### src/rtl/bist_ctrl_pkg.sv
// Shared definitions for the logic-BIST sequencer: state encoding and the
// default golden signature used when a product does not override it.
package bist_ctrl_pkg;

    // Sequencer states; encodings are fixed so debug dumps stay comparable
    // across datapath configurations.
    typedef enum logic [2:0] {
        ST_IDLE    = 3'd0,
        ST_SEED    = 3'd1,
        ST_RUN     = 3'd2,
        ST_DRAIN   = 3'd3,
        ST_COMPARE = 3'd4,
        ST_DONE    = 3'd5
    } state_t;

    // Default golden signature for the 4-bit TPG / 8-bit MISR datapath;
    // each product supplies its characterised value at instantiation.
    localparam logic [7:0] GOLDEN_DEFAULT = 8'h00;

    // True in the states where a test is in flight.
    function automatic logic is_busy(state_t s);
        return (s == ST_SEED) || (s == ST_RUN) || (s == ST_DRAIN) || (s == ST_COMPARE);
    endfunction

endpackage

### src/rtl/bist_cnt.sv
// Cycle counter shared by the RUN and DRAIN phases: synchronous clear has
// priority over enable, and term flags the cycle whose count equals last.
module bist_cnt #(
    parameter int CNT_W = 8
) (
    input  logic             Clk,
    input  logic             Rst_n,
    input  logic             clr,
    input  logic             en,
    input  logic [CNT_W-1:0] last,
    output logic             term
);

    logic [CNT_W-1:0] count;

    // Count enabled cycles; clear wins so the next phase always starts at 0.
    // NOTE: sequential state uses non-blocking assignments so every flop samples pre-edge values.
    always_ff @(posedge Clk or negedge Rst_n) begin
        if (!Rst_n) begin
            count <= '0;
        end else if (clr) begin
            count <= '0;
        end else if (en) begin
            count <= count + CNT_W'(1);
        end
    end

    assign term = (count == last);

endmodule

### src/rtl/bist_ctrl.sv
// Logic-BIST sequencer: seeds the TPG LFSRs and the MISR, runs N_PATTERNS
// pattern cycles, drains PIPE_DEPTH cycles of datapath latency into the MISR,
// then latches the signature and compares it against GOLDEN.
module bist_ctrl
    import bist_ctrl_pkg::*;
#(
    parameter int               N_PATTERNS = 15,
    parameter int               PIPE_DEPTH = 1,
    parameter int               SIG_W      = 8,
    parameter logic [SIG_W-1:0] GOLDEN     = SIG_W'(GOLDEN_DEFAULT),
    parameter int               CNT_W      = 8
) (
    input  logic             Clk,
    input  logic             Rst_n,
    input  logic             Start,
    input  logic             Abort,
    input  logic [SIG_W-1:0] Signature,
    output logic             Tpg_set,
    output logic             Tpg_run,
    output logic             Misr_set,
    output logic             Misr_en,
    output logic             Busy,
    output logic             Done,
    output logic             Pass,
    output logic [SIG_W-1:0] Sig_q
);

    // The terminal compare must be reachable without the counter wrapping.
    if (N_PATTERNS < 1 || N_PATTERNS > (2 ** CNT_W) - 1) begin : g_bad_n_patterns
        $error("bist_ctrl: N_PATTERNS must be in 1..2**CNT_W-1");
    end
    if (PIPE_DEPTH < 0 || PIPE_DEPTH > (2 ** CNT_W) - 1) begin : g_bad_pipe_depth
        $error("bist_ctrl: PIPE_DEPTH must be in 0..2**CNT_W-1");
    end

    localparam logic [CNT_W-1:0] RUN_LAST   = CNT_W'(N_PATTERNS - 1);
    localparam logic [CNT_W-1:0] DRAIN_LAST = CNT_W'((PIPE_DEPTH > 0) ? PIPE_DEPTH - 1 : 0);

    state_t           state;
    state_t           state_next;
    logic             cnt_en;
    logic             cnt_clr;
    logic             cnt_term;
    logic [CNT_W-1:0] cnt_last;
    logic             pass_q;
    logic [SIG_W-1:0] sig_q;

    // RUN and DRAIN share one counter; it is held at zero everywhere else and
    // cleared on its terminal cycle so the following phase starts from zero.
    assign cnt_en   = (state == ST_RUN) || (state == ST_DRAIN);
    assign cnt_clr  = !cnt_en || cnt_term;
    assign cnt_last = (state == ST_DRAIN) ? DRAIN_LAST : RUN_LAST;

    bist_cnt #(
        .CNT_W(CNT_W)
    ) u_cnt (
        .Clk  (Clk),
        .Rst_n(Rst_n),
        .clr  (cnt_clr),
        .en   (cnt_en),
        .last (cnt_last),
        .term (cnt_term)
    );

    // State register.
    always_ff @(posedge Clk or negedge Rst_n) begin
        if (!Rst_n) begin
            state <= ST_IDLE;
        end else begin
            state <= state_next;
        end
    end

    // Next-state logic and state-decoded outputs; Abort overrides everything.
    // NOTE: every signal gets a default first so no path through the block infers a latch.
    always_comb begin
        state_next = state;
        Tpg_set    = 1'b0;
        Tpg_run    = 1'b0;
        Misr_set   = 1'b0;
        Misr_en    = 1'b0;
        Busy       = is_busy(state);
        Done       = 1'b0;

        unique case (state)
            ST_SEED: begin
                Tpg_set  = 1'b1;
                Misr_set = 1'b1;
            end
            ST_RUN: begin
                Tpg_run = 1'b1;
                Misr_en = 1'b1;
            end
            ST_DRAIN: Misr_en = 1'b1;
            ST_DONE:  Done    = 1'b1;
            default: ;
        endcase

        if (Abort) begin
            state_next = ST_IDLE;
        end else begin
            unique case (state)
                ST_IDLE, ST_DONE: if (Start) state_next = ST_SEED;
                ST_SEED:          state_next = ST_RUN;
                ST_RUN:           if (cnt_term) state_next = (PIPE_DEPTH > 0) ? ST_DRAIN : ST_COMPARE;
                ST_DRAIN:         if (cnt_term) state_next = ST_COMPARE;
                ST_COMPARE:       state_next = ST_DONE;
                default:          state_next = ST_IDLE;
            endcase
        end
    end

    // Latch the signature and verdict on COMPARE -> DONE; the verdict clears on
    // any exit from DONE while the signature is kept for post-mortem reads.
    always_ff @(posedge Clk or negedge Rst_n) begin
        if (!Rst_n) begin
            sig_q  <= '0;
            pass_q <= 1'b0;
        end else if (state == ST_COMPARE && state_next == ST_DONE) begin
            sig_q  <= Signature;
            pass_q <= (Signature == GOLDEN);
        end else if (state_next != ST_DONE) begin
            pass_q <= 1'b0;
        end
    end

    assign Pass  = pass_q;
    assign Sig_q = sig_q;

endmodule
### config.mk
export PLATFORM = sky130hd
export DESIGN_NAME = bist_ctrl
export DESIGN_NICKNAME = d
export VERILOG_FILES = /design/src/rtl/bist_ctrl_pkg.sv /design/src/rtl/bist_cnt.sv /design/src/rtl/bist_ctrl.sv
export SDC_FILE = /design/constraint.sdc
export NUM_CORES = 1
export LEC_CHECK = 0
export CAP_MARGIN = 20
export CORE_MARGIN = 2
export CORE_UTILIZATION = 42
export DETAILED_ROUTE_END_ITERATION = 12
export PLACE_DENSITY = 0.74
export SLEW_MARGIN = 40
export SYNTH_ARGS = -nofsm -noshare
export SYNTH_HDL_FRONTEND = slang
export SYNTH_SLANG_ARGS = --single-unit
### constraint.sdc
create_clock -name Clk -period 1.5 [get_ports Clk]
set_input_delay 0.3 -clock Clk [delete_from_list [all_inputs] [get_ports Clk]]
set_output_delay 0.3 -clock Clk [all_outputs]
set_load 0.03 [all_outputs]
After elaboration in Yosys (flattened, before gate mapping)
Cells that the tools add are included.
{"block": "word_totals", "input_bits": 12, "memories": 0, "mem_bits_ro": 0, "latch_bits": 0, "ramBits": 0, "reg_bits": 20, "elab_cells": 40}
{"block": "classes", "n_addsub": 1, "bitwise": 0, "magnitude_cmp": 0, "mux": 14, "reduce_logical": 13, "n_shift": 0, "mul": 0, "n_div": 0, "n_eq_ne": 8}
{"cell": "$mux 8", "count": 2}
{"cell": "$pmux 3 s5", "count": 1}
{"cell": "$mux 3", "count": 4}
{"cell": "$eq 3x3->1 const B", "count": 3}
{"cell": "$add 8x1->8 const B", "count": 1}
{"cell": "$eq 8x4->1", "count": 1}
{"cell": "$logic_not 8->1", "count": 1}
{"cell": "$eq 3x2->1 const B", "count": 2}
{"cell": "$mux 1", "count": 6}
{"cell": "$logic_or 1x1->1", "count": 5}
{"cell": "$mux 4", "count": 1}
{"cell": "$reduce_bool 2->1", "count": 2}
{"cell": "$reduce_or 2->1", "count": 2}
{"cell": "$eq 3x1->1 const B", "count": 1}
{"cell": "$logic_not 3->1", "count": 1}
{"cell": "$ne 3x3->1 const B", "count": 1}
{"cell": "$logic_and 1x1->1", "count": 1}
{"cell": "$logic_not 1->1", "count": 1}

Depth between registers and ports, before layout
{"block": "depth", "word_depth": 9, "mapped_depth": 4, "mapped_depth_nobuf": 4}

By module
Synthesis repeated with hierarchy kept, for this count alone.
{"block": "hier_totals", "hier_cells": 98, "area_unflattened_um2": 1051.0}
{"mod": "bist_ctrl", "seq_area_each_um2": 300.3, "cells_per_inst": 49, "area_each_um2": 574.3, "n_inst": 1}
{"mod": "bist_cnt", "seq_area_each_um2": 200.2, "cells_per_inst": 49, "area_each_um2": 476.7, "n_inst": 1}

Worst setup path after synthesis
Ideal clock, no wire load.
{"block": "synth_path", "kind": "flip-flop to output port", "from": "register state[0]", "to": "output Tpg_set", "n_path_buf": 2, "path_stages_with_launch": 4, "path_slack_ns": -0.457, "arrival_ns": 1.657, "cell_sequence": "dfrtp_1 > buf_6 > nor3b_1 > buf_4"}
{"block": "synth_via", "elab_chain_len": 2}
{"element": "start: declaration", "line_no": "bist_ctrl.sv:39", "source": "state_t state;"}
{"element": "start signal: assignment", "line_no": "bist_ctrl.sv:70", "source": "state <= state_next;"}
{"element": "$eq 3x1->1"}
{"element": "$mux 1"}
{"element": "end: declaration", "line_no": "bist_ctrl.sv:18", "source": "output logic Tpg_set,"}
Every way passes these cells.

Final worst setup path
{"block": "layout_path", "from": "register u_cnt.count[5]", "to": "register state[0]"}
{"block": "layout_via", "elab_chain_len": 4, "word_cells_on_any_way": 5, "cone_classes": "1 x eq/ne; 4 x mux"}
{"element": "start: declaration", "line_no": "bist_cnt.sv:14", "source": "logic [CNT_W-1:0] count;"}
{"element": "start signal: assignment", "line_no": "bist_cnt.sv:24", "source": "count <= count + CNT_W'(1);"}
{"element": "$eq 8x4->1 *", "line_no": "bist_cnt.sv:28", "source": "assign term = (count == last);"}
{"element": "$mux 3, on equally long branches", "line_no": "bist_ctrl.sv:106, bist_ctrl.sv:105"}
{"element": "$pmux 3 s5 *", "line_no": "bist_ctrl.sv:102", "source": "unique case (state)"}
{"element": "$mux 3 *", "line_no": "bist_ctrl.sv:99", "source": "if (Abort) begin"}
{"element": "net state_next[0]", "line_no": "bist_ctrl.sv:40", "source": "state_t state_next;"}
Mark *: on every way through the listed nets, which the timed path passes. The rest lies on a longest branch.
A chain may end at the register's enable or synchronous reset.

==> results.md <==
* Outcome: finished with violations
* Failing checks: negative setup slack
* Worst slew pin tran at about 0.37 ns
* Startpoint class of the critical path: flip-flop
* CTS buffer count at 3
* Worst hold slack at a little over 0.3 ns
* Crit Path Max Fanout at 3
* Setup crit end kind: flip-flop
* Most used cell, CP: or4_4
* Area Overhead vs Synth at 61.38%
* PD cells at between 900 and 1000 nW/µm²
* Commonest non-fill, non-tap cell in the layout: buf_4
* Placement row count at 17
* Initial Utilization at 0.4512
* Reg clk slew, reported paths at 0.12 ns
* Critical path class: flip-flop to flip-flop
* Synthesized flop and latch total at 20
* Vias in the first global route at roughly 920
* Worst hold path type: primary input to asynchronous set/reset pin
* Static leakage at roughly 0.76 nW
* Clock tree from TritonCTS: built
* Die Height at approximately 53 µm
* Synthesized area per cell at between 10 and 15 µm²
* Final Setup Violations at 23
* Yosys cell types at 34
* Die width at about 53 µm
* I/O Buffers at 26
* Final cell count without fillers at between 150 and 200
* Clock Latency Late Sink at a little over 0.3 ns
* Full die area at between 2000 and 3000 µm²
* Clk buf depth at 2
* Detail Route Antenna Nets at 0
* IO Count at 27
* CTS sink count at 20
* Gr ovfl total at 0
* Routed wire length per instance at approximately 15 µm
* First-pass GRT wire length at just over 4000 µm
* GRT Util Overall at 0.2083
* Critical path arrival at approximately 1.9 ns
* Final Skew at between 0.01 and 0.015 ns
* F_max at slightly above 600 MHz
* # fillers at between 150 and 200
* Fin nets at 156
* Fin. max-slew vios at 0
* Placed Cells at between 150 and 200
* Setup ws final at -0.1233 ns
* Area of the multi-input gates at 548.0 µm²
* Peak supply drop at 0.0007544 V
* GPL Wtd Cong at ~0.81
* Initial DRC count at 18
* Largest net degree at the start of global routing at 21
* Root Buffer: clkbuf_4
* Via count at 902
* Top cell family by delay on the critical path: simple AND/OR/NAND/NOR gates
* Fin crit share at 1.082
* DRC violations left at 0
* DP Area at 1419 µm²
* Yosys warning count at 0
* Initial antenna violation count at 0
* Share of layout cells above drive strength 1 at 0.4155
* Netlist Area Pre-Place at about 1000 µm²
* Post-synthesis cell count at 90
* Rel. slew slack at 0.7543
* Dpl hpwl at about 1700 µm
* Worst Path Buf+Inv at 0
* Most frequent cells in the layout: 20 x buf_4, 19 x dfrtp_1, 11 x clkdlybuf4s50_1
* Setup WS pre-CTS at -0.4479 ns
* Critical path cell sequence: or4_4 -> or4_4 -> o211ai_1
* Number of H-tree levels at 1
* Syn nets at roughly 100
* Register area at 501.7 µm²
* Peak per-stage delay on the critical path at roughly 0.55 ns
* Total negative slack at -1.176 ns
* WP data required at between 1.5 and 2 ns
* Pre-antenna DRT Iters at 4
* Crit path time final at 1.623 ns
* Hold-fix buffers, CTS at 0
* Core box area at ~2300 µm²
* CP max stage cell: or4_4
* Final Hold Fails at 0
* Routed Wire Length at between 2000 and 3000 µm
* Finished Cell Area at 1642 µm²
* Via density at roughly 5.3
* Ant diodes at 0
* Unrepaired setup endpoints after global routing: true
* Sequential area share after synthesis at 0.4920
* MaxCap Viol Count at 0
## repair_timing
item | CTS | global route
setup buffers | 7 | 2
setup endpoints to repair | 26 | 25
pin swaps | 5 | 1
gates cloned | 1 | 0
hold endpoints to repair | 0 | 0
resized for setup | 27 | 5
## cells by family after synthesis
| logic type | share of synthesized area |
|---|---|
| and+or+nand+nor | 0.2349 |
| DFF | 0.4920 |
| buffers and inverters | 0.04428 |
| muxes | 0.08856 |
| xor gates and xnor gates | 0.03445 |
| adders and majority gates | 0.01230 |
| AOI/OAI and AO/OA | 0.09349 |
## power by group
group,switching [mW],total [mW],internal (mW)
clock,0.176,0.447,0.270
combinational,0.275,0.541,0.266
sequential,0.0362,0.636,0.600
total,0.488,1.62,1.14
## final timing paths
check | startpoint | slack, ns | cells past startpoint | to
setup / recovery | u_cnt.count[5] | -0.12 | 3 | state[0]
hold / removal | Rst_n | 0.31 | 2 | Sig_q[6]
setup reg to reg | u_cnt.count[5] | -0.12 | 3 | state[0]
hold reg to reg | Sig_q[3] | 0.52 | 1 | Sig_q[3]
max in group asynchronous | Rst_n | 0.96 | 2 | state[1]
min in group Clk | Sig_q[3] | 0.52 | 1 | Sig_q[3]
## sequential cells by signal, indices dropped and copies added (netlist names)
register	count
Sig_q	8
u_cnt.count	8
state	3
Pass	1
## final cells by class
cell class / instances / area share
well taps: 28 / 0.02134
clock inverters: 1 / 0.01829
flip-flops and latches: 20 / 0.3056
inverters: 2 / 0.004573
repair buffers: 53 / 0.3026
clock buffers: 3 / 0.01372
multi-input cells: 63 / 0.3338
## worst register-to-register path, stage by stage (launching register included)
cell	delay, ns
dfrtp_1	0.39
or4_4	0.55
or4_4	0.49
o211ai_1	0.12
## cell usage after synthesis
cell type	instances	area share
o21ai_0	4	0.020
a211oi_1	3	0.022
nor2b_1	1	0.0062
or4b_1	1	0.0098
a211oi_4	1	0.020
or4_1	1	0.0074
nor2_1	3	0.011
a31o_2	1	0.0086
buf_6	1	0.011
nand3b_1	2	0.015
a21oi_1	2	0.0098
xor2_1	2	0.017
nor3b_1	3	0.022
nand4b_1	1	0.0086
o211ai_1	1	0.0074
ha_1	1	0.012
nor4_1	2	0.012
a31oi_1	1	0.0062
nand2_1	2	0.0074
nor2_4	1	0.011
mux2_2	8	0.089
xnor2_1	2	0.017
nand2b_1	1	0.0062
nand4_1	1	0.0062
or3b_2	2	0.017
nand3_1	4	0.020
or4_4	1	0.011
or3_1	5	0.031
inv_1	2	0.0074
clkbuf_1	1	0.0037
buf_4	3	0.022
nor3_1	5	0.025
and3b_1	1	0.0086
dfrtp_1	20	0.49
## through the flow
step / utilization / power (mW)
final: 0.7281 / 1.624
after global routing: 0.7281 / 1.695
after CTS: 0.7125 / 1.630
after detailed placement: 0.6293 / 1.140
after global placement: 0.6293 / 1.127
after floorplan: - / 0.9150
## per-layer routing
metal / global-route usage / share of wire / vias up
li1: - / - / 437
met5: 0 / 0 / -
met3: 0.01412 / 0.024 / 4
met1: 0.2486 / 0.43 / 439
met2: 0.3457 / 0.52 / 22
met4: 0.1581 / 0.027 / 0
Note: power is estimated with default switching activity, not from simulation.
